===== config.mk =====
export PLATFORM = sky130hd
export DESIGN_NAME = taillight_sequencer
export DESIGN_NICKNAME = d
export VERILOG_FILES = /design/src/rtl/taillight_pkg.sv /design/src/rtl/blink_tick_gen.sv /design/src/rtl/taillight_sequencer.sv
export SDC_FILE = /design/constraint.sdc
export NUM_CORES = 1
export LEC_CHECK = 0
export CAP_MARGIN = 20
export CORE_ASPECT_RATIO = 1.75
export CORE_MARGIN = 2
export CORE_UTILIZATION = 29
export DETAILED_ROUTE_END_ITERATION = 8
export PLACE_DENSITY = 0.48
export SETUP_SLACK_MARGIN = 0.02
export SLEW_MARGIN = 20
export SYNTH_ARGS = -nofsm -noshare
export SYNTH_HDL_FRONTEND = slang
export SYNTH_SLANG_ARGS = --single-unit
export TNS_END_PERCENT = 10

===== constraint.sdc =====
create_clock -name in_clock -period 6.05 [get_ports in_clock]
set_clock_uncertainty 0.05 [all_clocks]
set_input_delay 1.5125 -clock in_clock [delete_from_list [all_inputs] [get_ports in_clock]]
set_output_delay 1.5125 -clock in_clock [all_outputs]
set_load 0.005 [all_outputs]

===== src/rtl/taillight_pkg.sv =====
// Shared types and lamp constants for the sequential taillight controller.
package taillight_pkg;

  typedef enum logic [1:0] {
    IDLE   = 2'd0,
    LEFT   = 2'd1,
    RIGHT  = 2'd2,
    HAZARD = 2'd3
  } mode_t;

  // Lamp patterns are written {inner, middle, outer}.
  localparam logic [2:0] PAT0        = 3'b000;
  localparam logic [2:0] PAT1        = 3'b100;
  localparam logic [2:0] PAT2        = 3'b110;
  localparam logic [2:0] PAT3        = 3'b111;
  localparam logic [2:0] LAMP_OFF    = 3'b000;
  localparam logic [2:0] LAMP_ALL_ON = 3'b111;

  function automatic logic [2:0] step_pattern(input logic [1:0] step);
    logic [2:0] pat;
    case (step)
      2'd0:    pat = PAT0;
      2'd1:    pat = PAT1;
      2'd2:    pat = PAT2;
      default: pat = PAT3;
    endcase
    return pat;
  endfunction

endpackage


===== src/rtl/blink_tick_gen.sv =====
// Step-rate prescaler: one-cycle tick every DIV clocks, restartable via clear.
module blink_tick_gen #(
  parameter int DIV = 4
) (
  input  logic in_clock,
  input  logic reset_n,
  input  logic clear,
  output logic tick
);

  localparam int CNT_W = (DIV > 1) ? $clog2(DIV) : 1;
  localparam logic [CNT_W-1:0] LAST = CNT_W'(DIV - 1);

  logic [CNT_W-1:0] div_cnt;

  always_ff @(posedge in_clock or negedge reset_n) begin
    if (!reset_n) begin
      div_cnt <= '0;
    end else if (clear || (div_cnt == LAST)) begin
      div_cnt <= '0;
    end else begin
      div_cnt <= div_cnt + CNT_W'(1);
    end
  end

  assign tick = (div_cnt == LAST);

endmodule


===== src/rtl/taillight_sequencer.sv =====
// Sequential taillight controller for both rear clusters (turn, hazard, optional brake).
// Optional feature: define TAILLIGHT_BRAKE_EN to make brake light the non-sequencing sides.
module taillight_sequencer #(
  parameter int CLK_HZ  = 50_000_000,
  parameter int STEP_HZ = 4
) (
  input  logic in_clock,
  input  logic reset_n,
  input  logic turn_left,
  input  logic turn_right,
  input  logic hazard,
  input  logic brake,
  output logic L_A,
  output logic L_B,
  output logic L_C,
  output logic R_A,
  output logic R_B,
  output logic R_C
);

  import taillight_pkg::*;

  localparam int DIV = CLK_HZ / STEP_HZ;

  // Stage p0/p1: two-flop synchronizers on the switch inputs
  logic turn_left_p0, turn_left_p1;
  logic turn_right_p0, turn_right_p1;
  logic hazard_p0, hazard_p1;
  logic brake_s;

  always_ff @(posedge in_clock or negedge reset_n) begin
    if (!reset_n) begin
      turn_left_p0  <= 1'b0;
      turn_left_p1  <= 1'b0;
      turn_right_p0 <= 1'b0;
      turn_right_p1 <= 1'b0;
      hazard_p0     <= 1'b0;
      hazard_p1     <= 1'b0;
    end else begin
      turn_left_p0  <= turn_left;
      turn_left_p1  <= turn_left_p0;
      turn_right_p0 <= turn_right;
      turn_right_p1 <= turn_right_p0;
      hazard_p0     <= hazard;
      hazard_p1     <= hazard_p0;
    end
  end

`ifdef TAILLIGHT_BRAKE_EN
  logic brake_p0, brake_p1;

  always_ff @(posedge in_clock or negedge reset_n) begin
    if (!reset_n) begin
      brake_p0 <= 1'b0;
      brake_p1 <= 1'b0;
    end else begin
      brake_p0 <= brake;
      brake_p1 <= brake_p0;
    end
  end

  assign brake_s = brake_p1;
`else
  logic brake_unused;
  assign brake_unused = brake;
  assign brake_s      = 1'b0;
`endif

  // Mode FSM
  mode_t state, next_state;

  always_ff @(posedge in_clock or negedge reset_n) begin
    if (!reset_n) begin
      state <= IDLE;
    end else begin
      state <= next_state;
    end
  end

  always_comb begin
    next_state = IDLE;
    if (hazard_p1 || (turn_left_p1 && turn_right_p1)) begin
      next_state = HAZARD;
    end else if (turn_left_p1) begin
      next_state = LEFT;
    end else if (turn_right_p1) begin
      next_state = RIGHT;
    end
  end

  // A mode change restarts both the prescaler and the step; it outranks a coincident tick.
  logic clear;
  logic tick;

  assign clear = (next_state != state);

  blink_tick_gen #(
    .DIV (DIV)
  ) u_tick (
    .in_clock (in_clock),
    .reset_n  (reset_n),
    .clear    (clear),
    .tick     (tick)
  );

  logic [1:0] step, step_d;

  always_comb begin
    step_d = step;
    if (clear || (next_state == IDLE)) begin
      step_d = 2'd0;
    end else if (tick) begin
      step_d = step + 2'd1;
    end
  end

  always_ff @(posedge in_clock or negedge reset_n) begin
    if (!reset_n) begin
      step <= 2'd0;
    end else begin
      step <= step_d;
    end
  end

  // Lamp decode works on the next state/step so the lamp register updates together with them.
  logic [2:0] pat_d;
  logic [2:0] left_d, right_d;

  always_comb begin
    pat_d   = step_pattern(step_d);
    left_d  = LAMP_OFF;
    right_d = LAMP_OFF;
    case (next_state)
      LEFT: begin
        left_d = pat_d;
        if (brake_s) right_d = LAMP_ALL_ON;
      end
      RIGHT: begin
        right_d = pat_d;
        if (brake_s) left_d = LAMP_ALL_ON;
      end
      HAZARD: begin
        left_d  = pat_d;
        right_d = pat_d;
      end
      default: begin
        if (brake_s) begin
          left_d  = LAMP_ALL_ON;
          right_d = LAMP_ALL_ON;
        end
      end
    endcase
  end

  // Output register
  logic [2:0] left_q, right_q;

  always_ff @(posedge in_clock or negedge reset_n) begin
    if (!reset_n) begin
      left_q  <= LAMP_OFF;
      right_q <= LAMP_OFF;
    end else begin
      left_q  <= left_d;
      right_q <= right_d;
    end
  end

  assign L_A = left_q[2];
  assign L_B = left_q[1];
  assign L_C = left_q[0];
  assign R_A = right_q[2];
  assign R_B = right_q[1];
  assign R_C = right_q[0];

endmodule


==> out/qor.yml <==
die:
  row_count: 39
  die_w_um: 66.2
  boundaryPins: 12
  core_area_um2: 6540
  dieArea_um2: 7470
  fp.dieH_um: 113
  start_util_pct: 30.0
clock_network:
  post_cts_buffers: 0
  ctsHoldBuffers: 0
  tritoncts: "done"
  cts_resized: 0
  clock_sinks: 40
  cts_buffer_depth: 2
  path_clk_slew_ps: 60
  clock_latency_ps: 280
  cts_made_buffers: 5
  cts_root_buf: "clkbuf_16"
  cts_htree_levels: 2
worst_setup_path:
  crit_arrival_ps: 1090
  path_buf_inv: 1
  slowest_delay_ps: 500
  crit_fanout: 1
  worstPathRequired_ps: 4490
  crit_type: "reg -> out"
  reg2reg_depth: 5
  crit_path_start_kind: "register"
  cp_slowest_cell: "clkdlybuf4s50_1"
  worstSetupEndpointType: "output port"
  cp_top_family: "buffers and inverters"
  crit_chain: "clkdlybuf4s50_1"
  crit_cells: 1
power_and_ir_drop:
  power.static_leakage_nw: 0.838
  ir_drop_mv: 0.124
  p_int_mw: 0.473
  switching_share_pct: 20.3
  combPwrFrac_pct: 3.9
  pwr-share-clk_pct: 49.4
  power.switching_mw: 0.121
  power_density_nw_per_um2: 260
  total_power_mw: 0.594
  power_frac_seq_pct: 46.7
timing:
  max-slew-margin-rel_pct: 34.7
  grt_setup_unrepaired: "no"
  finalSetupViolations: 0
  hold_viol_final: 0
  tightestPinTransition_ps: 980
  setup_tns_ps: 0
  min_period_ps: 2660
  drv_slew: 0
  worst_hold_slack_ps: 297
  fmax_mhz: 376
  finalCritPeriodShare_pct: 43.9
detailed_routing:
  remaining_drc_errors: 0
  ant_nets: 0
  vias: 1524
  dr.pass1.iters: 4
  wl_mm: 4.51
  detail_route.wl_per_cell_um: 16.2
  dr.first_iter.drc_count: 53
  drt-vias-per-instance: 5.46
final_layout:
  n_antenna_cell: 0
  area_growth_pct: 16.2
  regArea_um2: 1000
  fin_cells: 279
  drive_gt1_share_pct: 11.2
  fin_nets: 203
  multi_input_area_um2: 902
  nFillCells: 684
  mostFrequentLayoutCell: "dfrtp_1"
  mostFrequentLayoutCells: "dfrtp_1 (40), nor3_1 (18), nand4_1 (11), nand2_1 (11)"
placed_design:
  numPortBuffers: 10
  dp_hpwl_mm: 3.22
  dp_cells: 271
  gp_congestion: 0.753
global_routing:
  antenna_found_initial: 0
  overflow: 0
  track_usage_pct: 13.2
  grt_pass1_wl_mm: 7.60
  grt_max_degree: 41
  grt_pass1_vias: 1565
synth:
  yosysSeqAreaShare_pct: 51.0
  synth_seq_cells: 40
  avgSynthCellArea_um2: 10.4
  yosysUniqueCellTypes: 40
  synthArstFlopShare_pct: 100
  yosys.area.top_type: "dfrtp_1"
  synth_edf_count: 0
  synth_top_area_share_pct: 51.0
  yosys_warnings: 0
  synthFlopType: "dfrtp_1"
  synthTopCellsByArea: "dfrtp_1 (51%), nor3_1 (4.6%), xnor2_1 (4.0%)"
  synth_area_um2: 1960
  syn-num-nets: 195
  synth_cells: 188
worst_hold_path:
  whs_path_depth: 0
  holdCritPathClass: "reg -> reg"
status:
  run_status: "completed"
job:
  cap_violations: 0
## per-layer routing
metal	share of wire, %	vias to the layer above	wire (µm)	track usage [%]
met4	2.9	0	133	6.53
met5	0	-	0	0
met1	38	762	1720	13.6
li1	-	724	-	-
met3	2.2	10	97	1.79
met2	57	28	2560	25.0
## final timing paths
path	startpoint	to	slack, ps
max reg2reg	u_tick.div_cnt[0]	u_tick.div_cnt[18]	3580
min reg2reg	turn_left_p0	turn_left_p1	300
min	turn_left_p0	turn_left_p1	300
min in group asynchronous	reset_n	step[0]	1310
max	right_q[0]	R_C	3390
max in group asynchronous	reset_n	u_tick.div_cnt[15]	4080
## power groups by stage
stage / logic, mW / registers, mW / clock network [mW]
after CTS: 0.0245 / 0.278 / 0.303
after global routing: 0.0269 / 0.278 / 0.312
final: 0.0232 / 0.278 / 0.293
after detailed placement: 0.0245 / 0.282 / 0
after global placement: 0.0240 / 0.282 / 0
after floorplan: 0.0135 / 0.281 / 0
## cell usage after synthesis, types with 3 or more instances
master	instances
dfrtp_1	40
nor3_1	18
nand2_1	11
nand4_1	11
a211oi_1	9
nand3_1	9
xnor2_1	9
buf_2	7
xor2_1	7
o31ai_1	6
inv_1	5
nor4_1	5
a21oi_1	4
nor2_1	4
o21ai_0	4
or3_1	4
and3_1	3
or2_2	3
or4_1	3
## layout make-up
type | count | area share, %
Multi-Input combinational cell | 134 | 39.5
Sequential cell | 40 | 43.8
Clock buffer | 6 | 5.64
Timing Repair Buffer | 10 | 4.16
Inverter | 5 | 0.822
Clock inverter | 2 | 1.53
Tap cell | 82 | 4.49
## logic make-up (layout without fill, tap and decap cells)
logic type                 Yosys count  after routing  share of synthesized area (%)
AOI/OAI and AO/OA                   29             29                           10.6
xor gates and xnor gates            16             16                           7.13
adders and majority gates            1              1                          0.637
buffers and inverters               14             23                           3.18
DFF                                 40             40                           51.0
and+or+nand+nor                     88             88                           27.5
## state kept, by name (all words and copies together), names as in the netlist
register and cells:
right_q 3, turn_left_p0 1, turn_left_p1 1, state 2, left_q 3, hazard_p0 1, turn_right_p1 1, step 2
u_tick.div_cnt 24, turn_right_p0 1, hazard_p1 1
## metrics by stage
| stage | util [%] | setup WS (ps) | instance area [µm²] |
|---|---|---|---|
| finish | 34.9 | 3390 | 2280 |
| CTS | 34.9 | 3380 | 2280 |
| detailed placement | 32.4 | 3550 | 2120 |
| global placement | 32.4 | 3440 | 2120 |
| global route | 34.9 | 3310 | 2280 |
| floorplan | - | 4140 | 1960 |
(Power assumes the default switching activity.)
==> RTL edit, RTL diff (config.mk and constraints unchanged) <==
Put a register stage on the outputs `L_A`, `L_B`, `L_C`, `R_A`, `R_B` and `R_C`. The values now appear one clock later.
--- a/src/rtl/taillight_sequencer.sv
+++ b/src/rtl/taillight_sequencer.sv
@@ -166,10 +166,12 @@
   end
 
-  assign L_A = left_q[2];
-  assign L_B = left_q[1];
-  assign L_C = left_q[0];
-  assign R_A = right_q[2];
-  assign R_B = right_q[1];
-  assign R_C = right_q[0];
+  always_ff @(posedge in_clock) begin
+    L_A <= left_q[2];
+    L_B <= left_q[1];
+    L_C <= left_q[0];
+    R_A <= right_q[2];
+    R_B <= right_q[1];
+    R_C <= right_q[0];
+  end
 
 endmodule
Formal check against the unedited RTL: same outputs for any inputs over 10 cycles, from zero or initial values and one cycle with reset_n low; that may be too few to reach the edited logic, so the function may still have changed.
==> RTL edit against the original RTL <==
  * Clock power decreased by 7.2%
  * Setup slack improved by 0.0047 ns
  * Routed wire length increased by 2.3%
  * Sequential cell count increased by 6
  * Via count increased by 0.92%
  * Global-route usage increased by 0.64 points
  * Sequential power increased by 14%
  * Count of clock-buffer cells in the layout decreased by 1
  * Area after synthesis increased by 6.1%
  * Cell area increased by 4.9%
  * Combinational power increased by 4%
  * First-iteration DRC count increased by 5.7%
  * Power increased by 3.1%
  * Largest cell class unchanged
  * Largest power group is now sequential cells
==> RTL edit: results (changes against the original RTL) <==
| Metric | Value |
|---|---|
| I/O Buffers | 10 (unchanged) |
| Final Net Count | 210 (+3.4%) |
| GR Util All Layers | 13.87% (+0.64 points) |
| Largest net degree at the start of global routing | 41 (unchanged) |
| Largest cells by area after synthesis | dfrtp_1 (48%), dfxtp_1 (5.8%), nor3_1 (4.3%) |
| Netlist cell types | 41 (+2.5%) |
| GPL Wtd Cong | 0.7788 (+3.4%) |
| Peak supply drop | 87.95 µV (-29%) |
| Syn nets | 201 (+3.1%) |
| Vias in the first global route | 1664 (+6.3%) |
| DRT iter0 DRCs | 56 (+5.7%) |
| Area post-placement | 0.002248 mm² (+6.1%) |
| FILL cells | 717 (+4.8%) |
| Clock Pin Slew Worst Setup and Hold Paths | 0.07 ns |
| Fraction of registers with async set/reset | 86.96% (-13 points) |
| CP max stage delay | 0.49 ns |
| HPWL after DPL | 3210 µm (-0.45%) |
| Fraction of layout cells with a size suffix above 1 | 11.27% (+0.11 points) |
| Via Count | 1538 (+0.92%) |
| First-pass GRT wire length | 8045 µm (+5.9%) |
| WL/cell | 16.02 µm (-0.91%) |
| Yosys warns | 0 (unchanged) |
| Slew headroom | 35.09% (+0.40 points) |
| Status | finished, final reports clean |
| CTS Buf Count | 5 (unchanged) |
| Drt pass-1 iters | 4 (unchanged) |
| DP Worst Slack | 3.581 ns (+0.03483 ns) |
| Sequential share of the synthesized area | 53.78% (+2.8 points) |
RTL edit: cell count changes after synthesis:
| cell | delta |
|---|---|
| dfxtp_1 | +6 |
RTL edit: layout make-up:
cell class | count | area, µm² | share of cell area [%]
clock buffer | 5 | 125.1 | 5.225
clock inverter | 3 | 21.27 | 0.8882
inverter | 5 | 18.77 | 0.7837
multi-input combinational | 134 | 900.9 | 37.62
sequential | 46 | 1121 | 46.81
tap | 84 | 105.1 | 4.389
timing repair buffer | 11 | 102.6 | 4.284
RTL edit: logic make-up after synthesis:
kind of cell	share of synthesized area, %
compound gates	10.02
xor+xnor	6.723
fa+ha+maj	0.6001
flops	53.78
buf+inv	3.001
simple gates	25.87
RTL edit: path summary, 6_finish.rpt:
kind	start	to	slack, ns	depth (start not counted)
worst max-delay path	L_C	L_C	3.40	1
worst min-delay path	left_q[2]	L_A	0.29	0
worst max register to register	u_tick.div_cnt[0]	u_tick.div_cnt[19]	3.60	5
worst min register to register	left_q[2]	L_A	0.29	0
max in group asynchronous	reset_n	turn_left_p1	4.07	1
min in group asynchronous	reset_n	u_tick.div_cnt[0]	1.30	1
RTL edit: routing by layer:
metal	track usage, %	vias up	wire (µm)
met5	0	-	0
met2	25.63	20	2635
met4	8.133	0	131
li1	-	741	-
met3	2.601	10	124
met1	13.77	767	1722
RTL edit: through the flow:
step	utilization (%)	instances	power (µW)	hold slack [ns]
3_3_place_gp	32.55	280	348.3	0.2749
2_1_floorplan	-	194	334.9	0.2742
5_1_grt	34.67	288	641.0	0.3000
3_5_place_dp	32.55	280	348.5	0.2769
6_report	34.67	288	612.8	0.2918
4_1_cts	34.67	288	625.0	0.2926
RTL edit: report_power, final:
part	switching [µW]	leakage, µW	internal [µW]	total (µW)
clock network	119	0.0000698	153	272
logic	16.2	0.000225	7.92	24.1
registers	5.49	0.000584	312	317
